### src/rtl/cacheline_adapter_pkg.sv
// Shared types and sizing for the cache-line <-> memory-burst adapter.
// Package name mutative_types is what the adapter and its interface import.
package mutative_types;
  localparam int CACHELINE_SIZE  = 256;
  localparam int BURST_WIDTH_DEF = 64;
  localparam int BURST_LEN       = CACHELINE_SIZE / BURST_WIDTH_DEF;
  localparam int OFFSET_BITS     = $clog2(CACHELINE_SIZE / 8);

  typedef enum logic [2:0] {
    ST_IDLE     = 3'd0,
    ST_WR_BURST = 3'd1,
    ST_RD_REQ   = 3'd2,
    ST_RD_WAIT  = 3'd3,
    ST_RESP     = 3'd4
  } adapter_state_e;

  function automatic logic [31:0] line_align(input logic [31:0] addr);
    return {addr[31:OFFSET_BITS], {OFFSET_BITS{1'b0}}};
  endfunction
endpackage

### src/rtl/cacheline_adapter_if.sv
// Cache-side (dfp_*) and memory-side (bmem_*) signals of the adapter.
// slave = the adapter itself, master = the surrounding cache and memory.
interface cacheline_adapter_if #(
  parameter int BURST_WIDTH = mutative_types::BURST_WIDTH_DEF
);
  logic [31:0]                               dfp_addr;
  logic                                      dfp_read;
  logic                                      dfp_write;
  logic [mutative_types::CACHELINE_SIZE-1:0] dfp_wdata;
  logic [mutative_types::CACHELINE_SIZE-1:0] dfp_rdata;
  logic                                      dfp_resp;
  logic [31:0]                               bmem_addr;
  logic                                      bmem_read;
  logic                                      bmem_write;
  logic [BURST_WIDTH-1:0]                    bmem_wdata;
  logic                                      bmem_ready;
  logic [BURST_WIDTH-1:0]                    bmem_rdata;
  logic                                      bmem_rvalid;
  logic [31:0]                               bmem_raddr;
  logic                                      adapter_err;

  modport slave (
    input  dfp_addr, dfp_read, dfp_write, dfp_wdata,
    input  bmem_ready, bmem_rdata, bmem_rvalid, bmem_raddr,
    output dfp_rdata, dfp_resp, bmem_addr, bmem_read, bmem_write, bmem_wdata,
    output adapter_err
  );

  modport master (
    output dfp_addr, dfp_read, dfp_write, dfp_wdata,
    output bmem_ready, bmem_rdata, bmem_rvalid, bmem_raddr,
    input  dfp_rdata, dfp_resp, bmem_addr, bmem_read, bmem_write, bmem_wdata,
    input  adapter_err
  );
endinterface

### src/rtl/cacheline_adapter.sv
// Splits cache-line writebacks into memory beats and assembles read beats into lines.
// ADAPTER_ADDR_CHECK_EN: drop read beats whose bmem_raddr mismatches, flag adapter_err.
//   state    | meaning
//   IDLE     | wait for dfp_write (priority) or dfp_read
//   WR_BURST | drive write beats, advance on bmem_ready
//   RD_REQ   | hold bmem_read until accepted
//   RD_WAIT  | collect rvalid beats into the fill line
//   RESP     | one-cycle dfp_resp
module cacheline_adapter
  import mutative_types::*;
#(
  parameter int BURST_WIDTH = BURST_WIDTH_DEF
) (
  input logic                clk,
  input logic                rst,
  cacheline_adapter_if.slave bus
);
  localparam int N_BEATS = CACHELINE_SIZE / BURST_WIDTH;
  localparam int BEAT_W  = (N_BEATS > 1) ? $clog2(N_BEATS) : 1;
  localparam logic [BEAT_W-1:0] LAST_BEAT = BEAT_W'(N_BEATS - 1);

  adapter_state_e            state_q, state_d;
  logic [BEAT_W-1:0]         beat_q, beat_d;
  logic [31:0]               addr_q, addr_d;
  logic [CACHELINE_SIZE-1:0] wline_q, wline_d;
  logic [CACHELINE_SIZE-1:0] rline_q, rline_d;
  logic                      beat_ok;
  logic                      bmem_read, bmem_write, dfp_resp;
  logic [31:0]               bmem_addr;
  logic [BURST_WIDTH-1:0]    bmem_wdata;
`ifdef ADAPTER_ADDR_CHECK_EN
  logic                      err_q, err_d;
`endif

  always_comb begin
    state_d    = state_q;
    beat_d     = beat_q;
    addr_d     = addr_q;
    wline_d    = wline_q;
    rline_d    = rline_q;
    bmem_read  = 1'b0;
    bmem_write = 1'b0;
    bmem_addr  = '0;
    bmem_wdata = '0;
    dfp_resp   = 1'b0;
`ifdef ADAPTER_ADDR_CHECK_EN
    err_d      = err_q;
    beat_ok    = (bus.bmem_raddr == addr_q);
`else
    beat_ok    = 1'b1;
`endif
    case (state_q)
      ST_IDLE: begin
        beat_d = '0;
        if (bus.dfp_write) begin
          addr_d  = line_align(bus.dfp_addr);
          wline_d = bus.dfp_wdata;
          state_d = ST_WR_BURST;
        end else if (bus.dfp_read) begin
          addr_d  = line_align(bus.dfp_addr);
          state_d = ST_RD_REQ;
        end
      end
      ST_WR_BURST: begin
        bmem_write = 1'b1;
        bmem_addr  = addr_q;
        bmem_wdata = wline_q[int'(beat_q)*BURST_WIDTH +: BURST_WIDTH];
        if (bus.bmem_ready) begin
          beat_d = beat_q + BEAT_W'(1);
          if (beat_q == LAST_BEAT) state_d = ST_RESP;
        end
      end
      ST_RD_REQ: begin
        bmem_read = 1'b1;
        bmem_addr = addr_q;
        if (bus.bmem_ready) state_d = ST_RD_WAIT;
      end
      ST_RD_WAIT: begin
        if (bus.bmem_rvalid) begin
          if (beat_ok) begin
            rline_d[int'(beat_q)*BURST_WIDTH +: BURST_WIDTH] = bus.bmem_rdata;
            beat_d = beat_q + BEAT_W'(1);
            if (beat_q == LAST_BEAT) state_d = ST_RESP;
          end else begin
`ifdef ADAPTER_ADDR_CHECK_EN
            err_d = 1'b1;
`endif
          end
        end
      end
      ST_RESP: begin
        dfp_resp = 1'b1;
        state_d  = ST_IDLE;
      end
      default: state_d = ST_IDLE;
    endcase
  end

  always_ff @(posedge clk) begin
    if (rst) begin
      state_q <= ST_IDLE;
      beat_q  <= '0;
      addr_q  <= '0;
      wline_q <= '0;
      rline_q <= '0;
    end else begin
      state_q <= state_d;
      beat_q  <= beat_d;
      addr_q  <= addr_d;
      wline_q <= wline_d;
      rline_q <= rline_d;
    end
  end

`ifdef ADAPTER_ADDR_CHECK_EN
  always_ff @(posedge clk) begin
    if (rst) err_q <= 1'b0;
    else     err_q <= err_d;
  end
  assign bus.adapter_err = err_q;
`else
  assign bus.adapter_err = 1'b0;
`endif

  assign bus.dfp_rdata  = rline_q;
  assign bus.dfp_resp   = dfp_resp;
  assign bus.bmem_addr  = bmem_addr;
  assign bus.bmem_read  = bmem_read;
  assign bus.bmem_write = bmem_write;
  assign bus.bmem_wdata = bmem_wdata;
endmodule

### src/flat_wrapper.sv
// flat-port wrapper written by rule: the top's interface ports become plain ports
module cacheline_adapter_flat import mutative_types::*;
#(
  parameter int BURST_WIDTH = BURST_WIDTH_DEF
)
  (clk, rst, bus_dfp_addr, bus_dfp_read, bus_dfp_write, bus_dfp_wdata, bus_bmem_ready, bus_bmem_rdata, bus_bmem_rvalid, bus_bmem_raddr, bus_dfp_rdata, bus_dfp_resp, bus_bmem_addr, bus_bmem_read, bus_bmem_write, bus_bmem_wdata, bus_adapter_err);
  cacheline_adapter_if #(.BURST_WIDTH(BURST_WIDTH)) bus_i ();
  input logic clk;
  input logic rst;
  input wire logic [$bits(bus_i.dfp_addr)-1:0] bus_dfp_addr;
  input wire logic [$bits(bus_i.dfp_read)-1:0] bus_dfp_read;
  input wire logic [$bits(bus_i.dfp_write)-1:0] bus_dfp_write;
  input wire logic [$bits(bus_i.dfp_wdata)-1:0] bus_dfp_wdata;
  input wire logic [$bits(bus_i.bmem_ready)-1:0] bus_bmem_ready;
  input wire logic [$bits(bus_i.bmem_rdata)-1:0] bus_bmem_rdata;
  input wire logic [$bits(bus_i.bmem_rvalid)-1:0] bus_bmem_rvalid;
  input wire logic [$bits(bus_i.bmem_raddr)-1:0] bus_bmem_raddr;
  output wire logic [$bits(bus_i.dfp_rdata)-1:0] bus_dfp_rdata;
  output wire logic [$bits(bus_i.dfp_resp)-1:0] bus_dfp_resp;
  output wire logic [$bits(bus_i.bmem_addr)-1:0] bus_bmem_addr;
  output wire logic [$bits(bus_i.bmem_read)-1:0] bus_bmem_read;
  output wire logic [$bits(bus_i.bmem_write)-1:0] bus_bmem_write;
  output wire logic [$bits(bus_i.bmem_wdata)-1:0] bus_bmem_wdata;
  output wire logic [$bits(bus_i.adapter_err)-1:0] bus_adapter_err;
  assign bus_i.dfp_addr = bus_dfp_addr;
  assign bus_i.dfp_read = bus_dfp_read;
  assign bus_i.dfp_write = bus_dfp_write;
  assign bus_i.dfp_wdata = bus_dfp_wdata;
  assign bus_i.bmem_ready = bus_bmem_ready;
  assign bus_i.bmem_rdata = bus_bmem_rdata;
  assign bus_i.bmem_rvalid = bus_bmem_rvalid;
  assign bus_i.bmem_raddr = bus_bmem_raddr;
  assign bus_dfp_rdata = bus_i.dfp_rdata;
  assign bus_dfp_resp = bus_i.dfp_resp;
  assign bus_bmem_addr = bus_i.bmem_addr;
  assign bus_bmem_read = bus_i.bmem_read;
  assign bus_bmem_write = bus_i.bmem_write;
  assign bus_bmem_wdata = bus_i.bmem_wdata;
  assign bus_adapter_err = bus_i.adapter_err;
  cacheline_adapter #(.BURST_WIDTH(BURST_WIDTH)) u_core (.clk(clk), .rst(rst), .bus(bus_i));
endmodule
### config.mk
export PLATFORM = sky130hd
export DESIGN_NAME = cacheline_adapter_flat
export DESIGN_NICKNAME = d
export VERILOG_FILES = /design/src/rtl/cacheline_adapter_pkg.sv /design/src/rtl/cacheline_adapter_if.sv /design/src/rtl/cacheline_adapter.sv /design/src/flat_wrapper.sv
export SDC_FILE = /design/constraint.sdc
export NUM_CORES = 1
export LEC_CHECK = 0
export CORE_AREA = 2 2 294 296
export DETAILED_ROUTE_END_ITERATION = 7
export DIE_AREA = 0 0 296 298
export GPL_TIMING_DRIVEN = 0
export PLACE_DENSITY_LB_ADDON = 0.05
export SLEW_MARGIN = 20
export SYNTH_ARGS = -nofsm -noshare
export SYNTH_HDL_FRONTEND = slang
export SYNTH_SLANG_ARGS = --single-unit
### constraint.sdc
create_clock -name clk -period 2.5 [get_ports clk]
set_input_delay 0.5 -clock clk [delete_from_list [all_inputs] [get_ports clk]]
set_output_delay 0.5 -clock clk [all_outputs]
set_load 0.02 [all_outputs]
# After elaboration in Yosys (flattened, before gate mapping)
# Cells that the tools add are included.
word_totals:
  regBits: 549
  in_bits: 390
  output_inout_bits: 356
  word_cells: 46
op_classes:
  n_addsub: 2
  n_eq_ne: 9
  shifts: 3
  muxes: 18
  reduce_logical: 9
ops:
  columns: ["operator", "n"]
  rows:
  - ["bitwise mux 256 bit", 1]
  - ["variable shift 64 x 33 -> 256 bit (first input constant)", 1]
  - ["variable part select 256 x 9 -> 64 bit", 1]
  - ["variable part select 64 x 33 -> 256 bit", 1]
  - ["two-way mux 32 bit", 3]
  - ["two-way mux 64 bit", 1]
  - ["negation 8 -> 33 bit", 1]
  - ["two-way mux 3 bit", 6]
  - ["one-hot mux 3 bit (4 select lines)", 1]
  - ["equality test 3 x 2 -> 1 bit (second input constant)", 2]
  - ["!= test 2 bit (second input constant)", 3]
  - ["one-hot mux 2 bit (3 select lines)", 1]
  - ["AND reduction 2 bit", 3]
  - ["two-way mux 2 bit", 2]
  - ["AND reduction 4 bit", 1]
  - ["equality test 3 x 1 -> 1 bit (second input constant)", 1]
  - ["equality test 3 bit (second input constant)", 1]
  - ["zero test 3 bit", 1]
  - ["two-way mux 1 bit", 3]
  - ["!= test 3 bit (second input constant)", 1]
  - ["AND reduction 3 bit", 1]
  - ["nonzero test 3 bit", 1]
  - ["adder 2 x 1 -> 2 bit (second input constant)", 1]
  - ["equality test 2 bit (second input constant)", 1]
  - ["2 further kinds", 2]

# Depth between registers and ports, before layout
# Gate-level depths: netlist of the first run.
depth:
  ltp_word: 4
  depth_mapped: 9
  ltp_nobuf: 5

# Worst setup path after synthesis of the first run
# OpenSTA, ideal clock, no wires.
synth_path:
  path_type: "register to register"
  from: "register u_core.beat_q[1]"
  to: "register u_core.rline_q[100] (netlist: u_core.bus.dfp_rdata[100])"
  setup_ps: 74
  arrival_ps: 2249
  t_required_ps: 2426
  slack_ps: 177
  path_stages_with_launch: 10
  n_path_buf: 4
  period_less_slack_ps: 2323
  path_cell_list: "dfxtp_1 > buf_2 > buf_1 > inv_1 > ha_1 > and3b_1 > clkbuf_1 > buf_1 > nand4_1 > o21ai_0"
synth_between:
  elab_chain_len: 3
  word_cells_on_any_way: 4
  cone_classes: "add/sub (1); shift (2); mux (1)"
synth_rtl:
  columns: ["element", "line", "rtl"]
  rows:
  - ["from (decl)", "cacheline_adapter.sv:23", "logic [BEAT_W-1:0] beat_q, beat_d;"]
  - ["from (signal assigned)", "cacheline_adapter.sv:108", "beat_q <= beat_d;"]
  - ["negation 8 -> 33 bit *", "cacheline_adapter.sv:81", "rline_d[int'(beat_q)*BURST_WIDTH +: BURST_WIDTH] = bus.bmem_rdata;"]
  - ["variable part select 64 x 33 -> 256 bit or variable shift 64 x 33 -> 256 bit (tied branches)", "cacheline_adapter.sv:81", null]
  - ["bitwise mux 256 bit *", "cacheline_adapter.sv:81", null]
  - ["to (signal assigned)", "cacheline_adapter.sv:111", "rline_q <= rline_d;"]
  - ["to (decl)", "cacheline_adapter.sv:26", "logic [CACHELINE_SIZE-1:0] rline_q, rline_d;"]
# Every way passes the cells marked *; elsewhere a longest branch is shown, timed or not.
# A chain may end at the register's enable or synchronous reset.

# Worst setup path in the final report of the first run
layout_path:
  from: "register u_core.beat_q[0]"
  to: "output bus_bmem_wdata[5]"
layout_between:
  elab_chain_len: 2
layout_rtl:
  columns: ["element", "line", "rtl"]
  rows:
  - ["variable part select 256 x 9 -> 64 bit", "cacheline_adapter.sv:67", "bmem_wdata = wline_q[int'(beat_q)*BURST_WIDTH +: BURST_WIDTH];"]
  - ["two-way mux 64 bit", "cacheline_adapter.sv:52", "case (state_q)"]
  - ["to (decl)", "flat_wrapper.sv:23", "output wire logic [$bits(bus_i.bmem_wdata)-1:0] bus_bmem_wdata;"]
# Every way passes these cells.

==> flow_summary.ini, run 1 <==
[sta]
hold_viol = 0
finClkSkew_ns = 0.0240
slew_headroom_pct = 34.1
fin_crit_sh_pct = 107
worst_pin_slew_ns = 0.989
maxClockFrequency_mhz = 375
fin_crit_ns = 2.67
drv_slew = 0
hold_ws_ns = 0.447
setup_viol = 64
setup_slack_ns = -0.167
rsz0062_at_grt = yes

[global_routing]
grt_pass1_wl_um = 152000
antenna_found_initial = 30
grt_remaining_overflow = 0
grt_start_max_net_pins = 20
grt_pass1_vias = 23195
grt.total_usage_pct = 23.4

[yosys]
netlist_area_sq_um = 23400
netlist_instances = 2708
syn_avg_cell_area_sq_um = 8.64
async_flop_share_pct = 0
synth_edf_count = 0
synth_ff_type = dfxtp_1
synth_area_leaders = dfxtp_1 47%, nand2b_1 8.4%, nand2_1 8.2%
netlist_top_cells_count = 544 x dfxtp_1, 513 x nand2_1, 314 x nand2b_1
yosys_warnings = 0
synth.distinct_cells = 37
yosysTopAreaCellShare_pct = 46.6
synth.most_common_cell = dfxtp_1
ys_ff_latch = 544
synth_top_area_cell = dfxtp_1
yosysSeqAreaShare_pct = 46.6

[clock_tree]
cts_tree = yes
htreeDepth = 3
cts_buffer_depth = 3
cts.sinks = 544
clk_pin_slew_worst_paths_ns = 0.06
clk_latency_ns = 0.61
cts_buffers = 67
root_buffer = clkbuf_16

[floorplanning]
core_area_sq_um = 84900
initial_core_util_pct = 27.6
die_y_um = 298
dieArea_sq_um = 88200
chipWidth_um = 296
io_pins = 746
num_rows = 107

[setup_path]
critPathLaunchType = register
reg2reg_depth = 9
crit_fanout = 8
r2r_slack_ns = 0.11
reg2reg_to = u_core.bus.dfp_rdata[133]$_SDFFE_PP0P_
endpoint_kind = output pin
cp.arrival_ns = 2.17
crit_type = reg2out
rr_startpoint = u_core.beat_q[1]$_SDFFE_PP0P_
required_ns = 2.00

[route]
routed_wl_um = 107000
vias_per_cell = 4.80
drc = 0
via_count = 22625
dr.pass1.iters = 5
drt_iter0_drc = 1172
top_layer = met5
met3WireLength_um = 7780
wire_per_inst_um = 22.7
met1_length_um = 41100
ant_nets = 0
dr_wl_met2_um = 54500

[layout]
final-instance-count-excl-fill = 4713
final_cell_area_sq_um = 35100
fillCellCount = 8610
area_growth_pct = 50.1
nets = 3909
drive_above_1_share_pct = 14.5

[power_and_ir_drop]
p_leak_uw = 0.0125
peakVddDrop_uv = 468
p_per_area_nw_per_um2 = 614

[status]
violations = setup timing
status = finished with violations

[worst_hold_path]
min_delay_path_depth = 3
hold_class = in2reg
worstHoldEndpoint = u_core.wline_q[132]$_SDFFE_PP0P_
hp-start = bus_dfp_wdata[132]

[placed_design]
dpl.hpwl_um = 81000
dp_cells = 4558
place_area_sq_um = 31900
gp_congestion = 0.856
io_buffers = 701

[flow_run]
drv_cap = 0
[cells in the final DEF, fill, tap and decap left out, drive strengths merged, types with 7 or more instances in the layout]
master         netlist  routed
clkdlybuf4s50        0     607
dfxtp              544     544
nand2              513     513
nand2b             314     314
nand4              256     256
o21ai              256     256
a21oi              256     256
buf                144     254
clkbuf             133     240
nor2b              128     128
mux4                64      64
and2                33      33
mux2i               29      29
diode                0      16
nor2                 7       7
[sequential cells by signal, summed over array words and instances (netlist names)]
name / cells
u_core.beat_q: 2
u_core.wline_q: 256
u_core.bus.dfp_rdata: 256
u_core.addr_q: 27
u_core.state_q: 3
[power breakdown]
group	total (uW)	switching [uW]	internal (uW)	leakage, uW
Sequential	9140	175	8970	0.00443
Clock	9420	3850	5570	0.00102
Combinational	2990	1520	1470	0.00703
[per-stage QoR]
step | utilization [%] | setup WS [ns] | total power [uW] | setup TNS [ns]
floorplan | - | 0.177 | 10700 | 0
global placement | 37.5 | -1.39 | 12000 | -472.70
detailed placement | 37.5 | -1.38 | 12000 | -475.99
CTS | 40.8 | -0.222 | 21700 | -15.21
global route | 41.3 | -0.242 | 22300 | -11.20
finish | 41.3 | -0.167 | 21600 | -7.19
[worst max-delay path, cell delays in order, from the launching register on]
cell     delay [ns]
dfxtp_4        0.40
buf_12         0.16
buf_12         0.15
buf_6          0.10
mux4_2         0.48
nor2b_4        0.14
buf_6          0.12
[worst max path at each step]
| stage | cells after the start | to | slack, ns | from |
|---|---|---|---|---|
| global route | 6 | bus_bmem_wdata[5] | -0.24 | u_core.beat_q[0]$_SDFFE_PP0P_ |
| detailed placement | 9 | u_core.bus.dfp_rdata[86]$_SDFFE_PP0P_ | -1.38 | u_core.beat_q[1]$_SDFFE_PP0P_ |
| global placement | 9 | u_core.bus.dfp_rdata[86]$_SDFFE_PP0P_ | -1.39 | u_core.beat_q[1]$_SDFFE_PP0P_ |
| floorplan | 9 | u_core.bus.dfp_rdata[100]$_SDFFE_PP0P_ | 0.18 | u_core.beat_q[1]$_SDFFE_PP0P_ |
| CTS | 5 | bus_bmem_wdata[60] | -0.22 | u_core.beat_q[0]$_SDFFE_PP0P_ |
| finish | 6 | bus_bmem_wdata[5] | -0.17 | u_core.beat_q[0]$_SDFFE_PP0P_ |
[logic make-up after synthesis]
family          count (synthesis)  synth area share, %
compound gates                516                 11.1
xor+xnor                        1               0.0375
fa+ha+maj                       6                0.321
buf+inv                       280                 6.08
flops                         544                 46.6
mux                            95                 7.50
other cells                     1               0.0160
simple gates                 1265                 28.4
[cell type report]
class	instances	area [sq um]	share of cell area, %
Multi-Input combinational cell	1889	11500	32.9
Sequential cell	544	10900	31.1
Timing Repair Buffer	734	7320	20.9
Clock buffer	99	1990	5.67
Buffer	274	1780	5.07
Tap cell	1144	1430	4.08
Clock inverter	10	85.1	0.242
Antenna cell	16	40.0	0.114
Inverter	3	11.3	0.0321
[routing by layer]
layer  up-vias  track usage [%]
li1      10889                -
met1     10775             26.3
met2       740             41.9
met3       191             6.22
met4        30             8.65
met5         -                0
[repair_timing]
item                                    4_1_cts  5_1_grt
endpoints found under the hold margin         0        0
gates resized for setup                     644      111
hold buffers                                  0        0
pin swaps                                     2        4
setup buffers                                15       11
cloned                                        5        4
endpoints found under the setup margin      539      487
(Power assumes the default switching activity.)
==> run 2: changes to the inputs <==
--- a/config.mk
+++ b/config.mk
@@ -9,6 +9,7 @@
 export DETAILED_ROUTE_END_ITERATION = 7
 export DIE_AREA = 0 0 296 298
 export GPL_TIMING_DRIVEN = 0
+export HOLD_SLACK_MARGIN = 0.15
 export PLACE_DENSITY_LB_ADDON = 0.05
 export SLEW_MARGIN = 20
 export SYNTH_ARGS = -nofsm -noshare
==> results of run 2 <==
Final layout, timing and power as in run 1 (identical DEF).
